==> src/rtl/regfile_pkg.sv <==
// Shared defaults for the pipelined register file with scoreboard.
// Build option: REGFILE_BYPASS_EN enables write-to-read forwarding.
package regfile_pkg;

    localparam int          XLEN_DEF       = 32;
    localparam int          NREGS_DEF      = 32;
    localparam int          NUM_RPORTS_DEF = 2;
    localparam int          AW_DEF         = $clog2(NREGS_DEF);
    localparam int          SP_INDEX_DEF   = 2;
    localparam int unsigned SP_INIT_DEF    = 32'h0000_2ffc;
    localparam int          HALT_REG_DEF   = 17;
    localparam int unsigned HALT_CODE_DEF  = 32'd10;

`ifdef REGFILE_BYPASS_EN
    localparam bit BYPASS_EN = 1'b1;
`else
    localparam bit BYPASS_EN = 1'b0;
`endif

    function automatic int addr_width(input int nregs);
        return $clog2(nregs);
    endfunction

endpackage

==> src/rtl/regfile_if.sv <==
// Issue/read/writeback bundle between the pipeline and the register file.
interface regfile_if #(
    parameter int XLEN       = 32,
    parameter int AW         = 5,
    parameter int NUM_RPORTS = 2
);
    logic [NUM_RPORTS*AW-1:0]   rs_addr;
    logic [NUM_RPORTS*XLEN-1:0] rs_dout;
    logic [NUM_RPORTS-1:0]      rs_busy;
    logic                       wr_en;
    logic [AW-1:0]              wr_addr;
    logic [XLEN-1:0]            wr_data;
    logic                       iss_valid;
    logic [AW-1:0]              iss_rd;
    logic                       is_ecall;
    logic                       is_halted;
    logic [AW-1:0]              dbg_addr;
    logic [XLEN-1:0]            dbg_data;

    modport master (
        output rs_addr, wr_en, wr_addr, wr_data, iss_valid, iss_rd, is_ecall, dbg_addr,
        input  rs_dout, rs_busy, is_halted, dbg_data
    );

    modport slave (
        input  rs_addr, wr_en, wr_addr, wr_data, iss_valid, iss_rd, is_ecall, dbg_addr,
        output rs_dout, rs_busy, is_halted, dbg_data
    );
endinterface

==> src/rtl/regfile_read_port.sv <==
// One combinational read port: array lookup, optional forwarding, busy flag.
module regfile_read_port
    import regfile_pkg::*;
#(
    parameter int XLEN  = XLEN_DEF,
    parameter int NREGS = NREGS_DEF,
    parameter int AW    = AW_DEF
) (
    input  logic [AW-1:0]                addr,
    input  logic [NREGS-1:0][XLEN-1:0]   rf_view,
    input  logic [NREGS-1:0]             pending,
    input  logic                         byp_valid,
    input  logic [AW-1:0]                byp_addr,
    input  logic [XLEN-1:0]              byp_data,
    output logic [XLEN-1:0]              dout,
    output logic                         busy
);

    logic hit_s;

    // Select zero, forwarded writeback data or array contents.
    always_comb begin
        hit_s = BYPASS_EN && byp_valid && (addr == byp_addr);
        dout  = {XLEN{1'b0}};
        busy  = 1'b0;
        if (addr == {AW{1'b0}}) begin
            dout = {XLEN{1'b0}};
            busy = 1'b0;
        end else if (hit_s) begin
            // The producer is completing right now, so the value is already valid.
            dout = byp_data;
            busy = 1'b0;
        end else begin
            dout = rf_view[addr];
            busy = pending[addr];
        end
    end

endmodule

==> src/rtl/regfile_scoreboard.sv <==
// Register file with per-register pending bits and a sticky ECALL halt flag.
// Build option: REGFILE_BYPASS_EN forwards the writeback value to reads and the halt check.
module regfile_scoreboard
    import regfile_pkg::*;
#(
    parameter int          XLEN       = XLEN_DEF,
    parameter int          NREGS      = NREGS_DEF,
    parameter int          NUM_RPORTS = NUM_RPORTS_DEF,
    parameter int          SP_INDEX   = SP_INDEX_DEF,
    parameter int unsigned SP_INIT    = SP_INIT_DEF,
    parameter int          HALT_REG   = HALT_REG_DEF,
    parameter int unsigned HALT_CODE  = HALT_CODE_DEF
) (
    input  logic      clk,
    input  logic      reset,
    regfile_if.slave  bus
);

    localparam int AW = addr_width(NREGS);

    logic [NREGS-1:0][XLEN-1:0] rf_r;
    logic [NREGS-1:0]           pending_r;
    logic [NREGS-1:0]           pending_nxt_s;
    logic [NREGS-1:0]           set_mask_s;
    logic [NREGS-1:0]           clr_mask_s;
    logic                       halted_r;
    logic                       wr_ok_s;
    logic                       iss_ok_s;
    logic                       halt_hit_s;
    logic [XLEN-1:0]            halt_val_s;
    logic [NUM_RPORTS*XLEN-1:0] rdata_s;
    logic [NUM_RPORTS-1:0]      rbusy_s;

    // Qualify write/issue, update the scoreboard and evaluate the halt condition.
    always_comb begin
        wr_ok_s    = bus.wr_en && (bus.wr_addr != {AW{1'b0}}) && !halted_r;
        iss_ok_s   = bus.iss_valid && (bus.iss_rd != {AW{1'b0}}) && !halted_r;
        clr_mask_s = wr_ok_s  ? (NREGS'(1'b1) << bus.wr_addr) : {NREGS{1'b0}};
        set_mask_s = iss_ok_s ? (NREGS'(1'b1) << bus.iss_rd)  : {NREGS{1'b0}};
        // Set is applied after clear: a same-cycle reissue keeps the register pending.
        pending_nxt_s = (pending_r & ~clr_mask_s) | set_mask_s;
        halt_val_s = (BYPASS_EN && wr_ok_s && (bus.wr_addr == AW'(HALT_REG)))
                   ? bus.wr_data : rf_r[HALT_REG];
        halt_hit_s = bus.is_ecall && (halt_val_s == XLEN'(HALT_CODE));
    end

    // Architectural state: array, pending bits and sticky halt flag.
    always_ff @(posedge clk) begin
        if (reset) begin
            rf_r           <= '0;
            rf_r[SP_INDEX] <= XLEN'(SP_INIT);
            pending_r      <= {NREGS{1'b0}};
            halted_r       <= 1'b0;
        end else begin
            if (wr_ok_s) begin
                rf_r[bus.wr_addr] <= bus.wr_data;
            end
            pending_r <= pending_nxt_s;
            halted_r  <= halted_r | halt_hit_s;
        end
    end

    for (genvar i = 0; i < NUM_RPORTS; i++) begin : g_rport
        regfile_read_port #(
            .XLEN  (XLEN),
            .NREGS (NREGS),
            .AW    (AW)
        ) u_port (
            .addr      (bus.rs_addr[i*AW +: AW]),
            .rf_view   (rf_r),
            .pending   (pending_r),
            .byp_valid (wr_ok_s),
            .byp_addr  (bus.wr_addr),
            .byp_data  (bus.wr_data),
            .dout      (rdata_s[i*XLEN +: XLEN]),
            .busy      (rbusy_s[i])
        );
    end

    assign bus.rs_dout   = rdata_s;
    assign bus.rs_busy   = rbusy_s;
    assign bus.is_halted = halted_r;
    assign bus.dbg_data  = rf_r[bus.dbg_addr];

endmodule

==> src/flat_wrapper.sv <==
// flat-port wrapper written by rule: the top's interface ports become plain ports
module regfile_scoreboard_flat import regfile_pkg::*;
#(
    parameter int          XLEN       = XLEN_DEF,
    parameter int          NREGS      = NREGS_DEF,
    parameter int          NUM_RPORTS = NUM_RPORTS_DEF,
    parameter int          SP_INDEX   = SP_INDEX_DEF,
    parameter int unsigned SP_INIT    = SP_INIT_DEF,
    parameter int          HALT_REG   = HALT_REG_DEF,
    parameter int unsigned HALT_CODE  = HALT_CODE_DEF
)
  (clk, reset, bus_rs_addr, bus_wr_en, bus_wr_addr, bus_wr_data, bus_iss_valid, bus_iss_rd, bus_is_ecall, bus_dbg_addr, bus_rs_dout, bus_rs_busy, bus_is_halted, bus_dbg_data);
  regfile_if #(.XLEN(XLEN), .AW((5)), .NUM_RPORTS(NUM_RPORTS)) bus_i ();
  input  logic clk;
  input  logic reset;
  input wire logic [$bits(bus_i.rs_addr)-1:0] bus_rs_addr;
  input wire logic [$bits(bus_i.wr_en)-1:0] bus_wr_en;
  input wire logic [$bits(bus_i.wr_addr)-1:0] bus_wr_addr;
  input wire logic [$bits(bus_i.wr_data)-1:0] bus_wr_data;
  input wire logic [$bits(bus_i.iss_valid)-1:0] bus_iss_valid;
  input wire logic [$bits(bus_i.iss_rd)-1:0] bus_iss_rd;
  input wire logic [$bits(bus_i.is_ecall)-1:0] bus_is_ecall;
  input wire logic [$bits(bus_i.dbg_addr)-1:0] bus_dbg_addr;
  output wire logic [$bits(bus_i.rs_dout)-1:0] bus_rs_dout;
  output wire logic [$bits(bus_i.rs_busy)-1:0] bus_rs_busy;
  output wire logic [$bits(bus_i.is_halted)-1:0] bus_is_halted;
  output wire logic [$bits(bus_i.dbg_data)-1:0] bus_dbg_data;
  assign bus_i.rs_addr = bus_rs_addr;
  assign bus_i.wr_en = bus_wr_en;
  assign bus_i.wr_addr = bus_wr_addr;
  assign bus_i.wr_data = bus_wr_data;
  assign bus_i.iss_valid = bus_iss_valid;
  assign bus_i.iss_rd = bus_iss_rd;
  assign bus_i.is_ecall = bus_is_ecall;
  assign bus_i.dbg_addr = bus_dbg_addr;
  assign bus_rs_dout = bus_i.rs_dout;
  assign bus_rs_busy = bus_i.rs_busy;
  assign bus_is_halted = bus_i.is_halted;
  assign bus_dbg_data = bus_i.dbg_data;
  regfile_scoreboard #(.XLEN(XLEN), .NREGS(NREGS), .NUM_RPORTS(NUM_RPORTS), .SP_INDEX(SP_INDEX), .SP_INIT(SP_INIT), .HALT_REG(HALT_REG), .HALT_CODE(HALT_CODE)) u_core (.clk(clk), .reset(reset), .bus(bus_i));
endmodule
==> config.mk <==
export PLATFORM = sky130hd
export DESIGN_NAME = regfile_scoreboard_flat
export DESIGN_NICKNAME = d
export VERILOG_FILES = /design/src/rtl/regfile_pkg.sv /design/src/rtl/regfile_if.sv /design/src/rtl/regfile_read_port.sv /design/src/rtl/regfile_scoreboard.sv /design/src/flat_wrapper.sv
export SDC_FILE = /design/constraint.sdc
export NUM_CORES = 2
export LEC_CHECK = 0
export CORE_ASPECT_RATIO = 0.9
export CORE_MARGIN = 2
export CORE_UTILIZATION = 35
export CTS_CLUSTER_SIZE = 24
export DETAILED_ROUTE_END_ITERATION = 8
export HOLD_SLACK_MARGIN = 0.03
export PLACE_DENSITY = 0.47
export SLEW_MARGIN = 20
export SYNTH_ARGS = -nofsm -noshare
export SYNTH_HDL_FRONTEND = slang
export SYNTH_SLANG_ARGS = --single-unit
==> constraint.sdc <==
create_clock -name clk -period 5.5 [get_ports clk]
set_clock_uncertainty 0.15 [all_clocks]
set_input_delay 1.65 -clock clk [delete_from_list [all_inputs] [get_ports clk]]
set_output_delay 1.65 -clock clk [all_outputs]
set_load 0.05 [all_outputs]
==> impl_metrics.toml <==
[outcome]
violations = "negative setup slack"
outcome = "complete, but fails checks"

[floorplan]
io_pins = 161
core-area_um2 = 173000
die_h_um = 400
initial_utilization_pct = 35.2
die_x_um = 444
row_count = 145
dieArea_um2 = 178000

[routing]
dr.pass1.iters = 6
routed_wl_um = 323000
drtAntennaViolNets = 0
avgViaCountPerCell = 6.44
wl_per_cell_um = 35.6
drc = 0
drt-initial-drc-count = 8420
via_count = 58400

[global_routing]
grt_pass1_wl_um = 444000
antenna_found_initial = 19
grt_overflow = 0
grt_pass1_vias = 54300
grt_max_degree = 140
grt_usage_pct = 35.3

[clock_network]
clock_path_buffers = 3
clkLatencyLatePin_ps = 780
clk_pin_slew_ps = 60
cts_made_buffers = 130
root_buffer = "clkbuf_16"
holdBufCountCts = 0
cts.htree.levels = 4
cts.sinks = 1057
cts_tree = "done"

[sta]
worst_slack_ps = -141
min_period_ps = 5640
slew_violations = 0
hold_viol_final = 0
min_period_over_period_pct = 103
worst_pin_slew_ps = 1090
tns_ps = -2180
rsz0062_at_grt = "true"
hold_slack_ps = 329
finalSetupViolCount = 35
slew_headroom_pct = 27.4
fmax_mhz = 177

[setup_path]
slowest_delay_ps = 510
critPathLaunchType = "primary input"
path_class = "in2out"
critPathBufInv = 5
worstPathMaxFanout = 7
cp.arrival_ps = 3840
end_kind = "output pin"
path_cells = "buf_16 > buf_16 > buf_12 > buf_12 > mux4_2 > mux4_2 > mux2_4 > buf_6"
crit_slowest_cell = "mux4_2"
cp.required_ps = 3700
crit_family = "multiplexers"

[layout]
layout-drive-gt1-share_pct = 29.8
layout_commonest_cell = "nand2_1"
area_growth_pct = 26.1
filler_cell_count = 16100
final_cell_mix = "nand2_1 (2,023), dfxtp_1 (1,057), a21oi_1 (981), mux4_2 (782), buf_4 (430)"
layout.nets = 6758

[pwr]
p_total_mw = 19.6
pwr-share-comb_pct = 14.9
netSwitchingPower_mw = 5.49
clock_power_share_pct = 45.5
ir_worst_vdd_mv = 0.242
netSwitchingFraction_pct = 28.0
p_seq_share_pct = 39.7
p_int_mw = 14.1
power_density_nw_per_um2 = 254
leakagePower_nw = 25.6

[synthesis]
synth_top_area_cell = "dfxtp_1"
netlist_instances = 6469
async_reset_ff_share_pct = 0
synth_edf_count = 0
synth_area_leaders = "dfxtp_1 (35%), mux4_2 (29%), nand2_1 (12%), a21oi_1 (8.0%), clkbuf_1 (3.6%)"
synth_area_per_cell_um2 = 9.44
synthFlopType = "dfxtp_1"
ys_ff_latch = 1057
yosysTopAreaCellShare_pct = 34.7
synth_nets = 6531
seq_area_frac_synth_pct = 34.7
synthDistinctLibCells = 38
synth_area_um2 = 61000
synth_warnings = 0

[run]
drv_cap = 0

[hold_path]
hold_path.class = "reg2reg"

[placement]
io_buffer_count = 160
pre_cts_ws_ps = -174
gp_congestion = 0.934
hpwl_um = 203000
[synthesized netlist by cell type, types with 2 or more instances]
| library cell | count |
|---|---|
| a211oi_1 | 66 |
| a21oi_1 | 981 |
| a221oi_1 | 48 |
| a22oi_1 | 97 |
| a311oi_1 | 66 |
| and2_1 | 4 |
| and3_1 | 4 |
| and3b_1 | 2 |
| and4_1 | 2 |
| buf_1 | 28 |
| buf_2 | 96 |
| buf_4 | 6 |
| buf_6 | 3 |
| clkbuf_1 | 580 |
| dfxtp_1 | 1057 |
| inv_1 | 2 |
| mux2_2 | 98 |
| mux2i_1 | 132 |
| mux4_2 | 782 |
| nand2_1 | 2023 |
| nand2b_1 | 9 |
| nand3_1 | 27 |
| nand3b_1 | 14 |
| nor2_1 | 49 |
| nor2b_1 | 110 |
| nor3_1 | 30 |
| nor4_1 | 5 |
| o2111ai_1 | 18 |
| o21ai_0 | 114 |
| or2_2 | 4 |
| or3_1 | 4 |
| or4_1 | 2 |
[power by group through the flow]
| stage | logic (mW) | registers (mW) | clock network (mW) |
|---|---|---|---|
| finish | 2.91 | 7.78 | 8.91 |
| CTS | 2.82 | 7.77 | 8.95 |
| floorplan | 1.37 | 7.92 | 0 |
| global route | 2.96 | 7.78 | 9.27 |
| detailed placement | 2.72 | 7.94 | 0 |
| global placement | 2.71 | 7.94 | 0 |
[timing repair]
item	4_1_cts	5_1_grt
gates resized for setup	134	58
setup endpoints to repair	67	61
gates cloned	12	7
pin swaps	2	2
buffers inserted	18	21
[metal layers]
metal | part of all wire, % | routed length [um] | global-route usage [%]
met5 | 0.0074 | 24 | 0
met4 | 6.0 | 19500 | 19.3
met1 | 39 | 126000 | 46.9
met3 | 11 | 35500 | 8.75
met2 | 44 | 142000 | 52.6
[worst paths after layout]
kind	from	to	slack (ps)	depth (start not counted)
hold reg to reg	u_core.rf_r[617]	u_core.rf_r[617]	330	2
setup / recovery	bus_dbg_addr[0]	bus_dbg_data[11]	-140	8
setup reg to reg	u_core.bus.is_halted	u_core.pending_r[22]	2620	7
hold / removal	u_core.rf_r[617]	u_core.rf_r[617]	330	2
[cell families (layout without fill, tap and decap cells)]
group / Yosys count / count (layout) / synth area share, %
other cells: 0 / 9 / 0
simple gates: 2294 / 2294 / 15.0
mux: 1012 / 1012 / 32.8
flops: 1057 / 1057 / 34.7
compound gates: 1391 / 1391 / 12.9
buf+inv: 715 / 1037 / 4.67
[metrics by stage]
step | instance area, um2 | cells | util [%]
final | 77000 | 9078 | 44.4
after global routing | 77000 | 9072 | 44.4
after CTS | 76600 | 9047 | 44.1
after detailed placement | 71200 | 8790 | 41.1
after global placement | 71300 | 8790 | 41.1
after floorplan | 61900 | 6469 | -
[registers in the layout, indices dropped and copies added (netlist names)]
register,count
u_core.bus.is_halted,1
u_core.halt_val_s,32
u_core.pending_r,32
u_core.rf_r,992
[final cells by class]
cell class | instances | area, um2 | area share, %
antenna | 9 | 22.5 | 0.0292
clock buffer | 188 | 3870 | 5.02
clock inverter | 39 | 428 | 0.556
tap | 2278 | 2850 | 3.70
sequential | 1057 | 21200 | 27.5
timing repair buffer | 808 | 10000 | 13.0
inverter | 2 | 12.5 | 0.0162
multi-input combinational | 4697 | 38600 | 50.2
[tightest hold or removal path, delay by kind of cell (launching register included)]
family / cells / cell delay [ps]
flops: 1 / 320
simple gates: 1 / 60
compound gates: 1 / 50
Note: power is estimated with default switching activity, not from simulation.
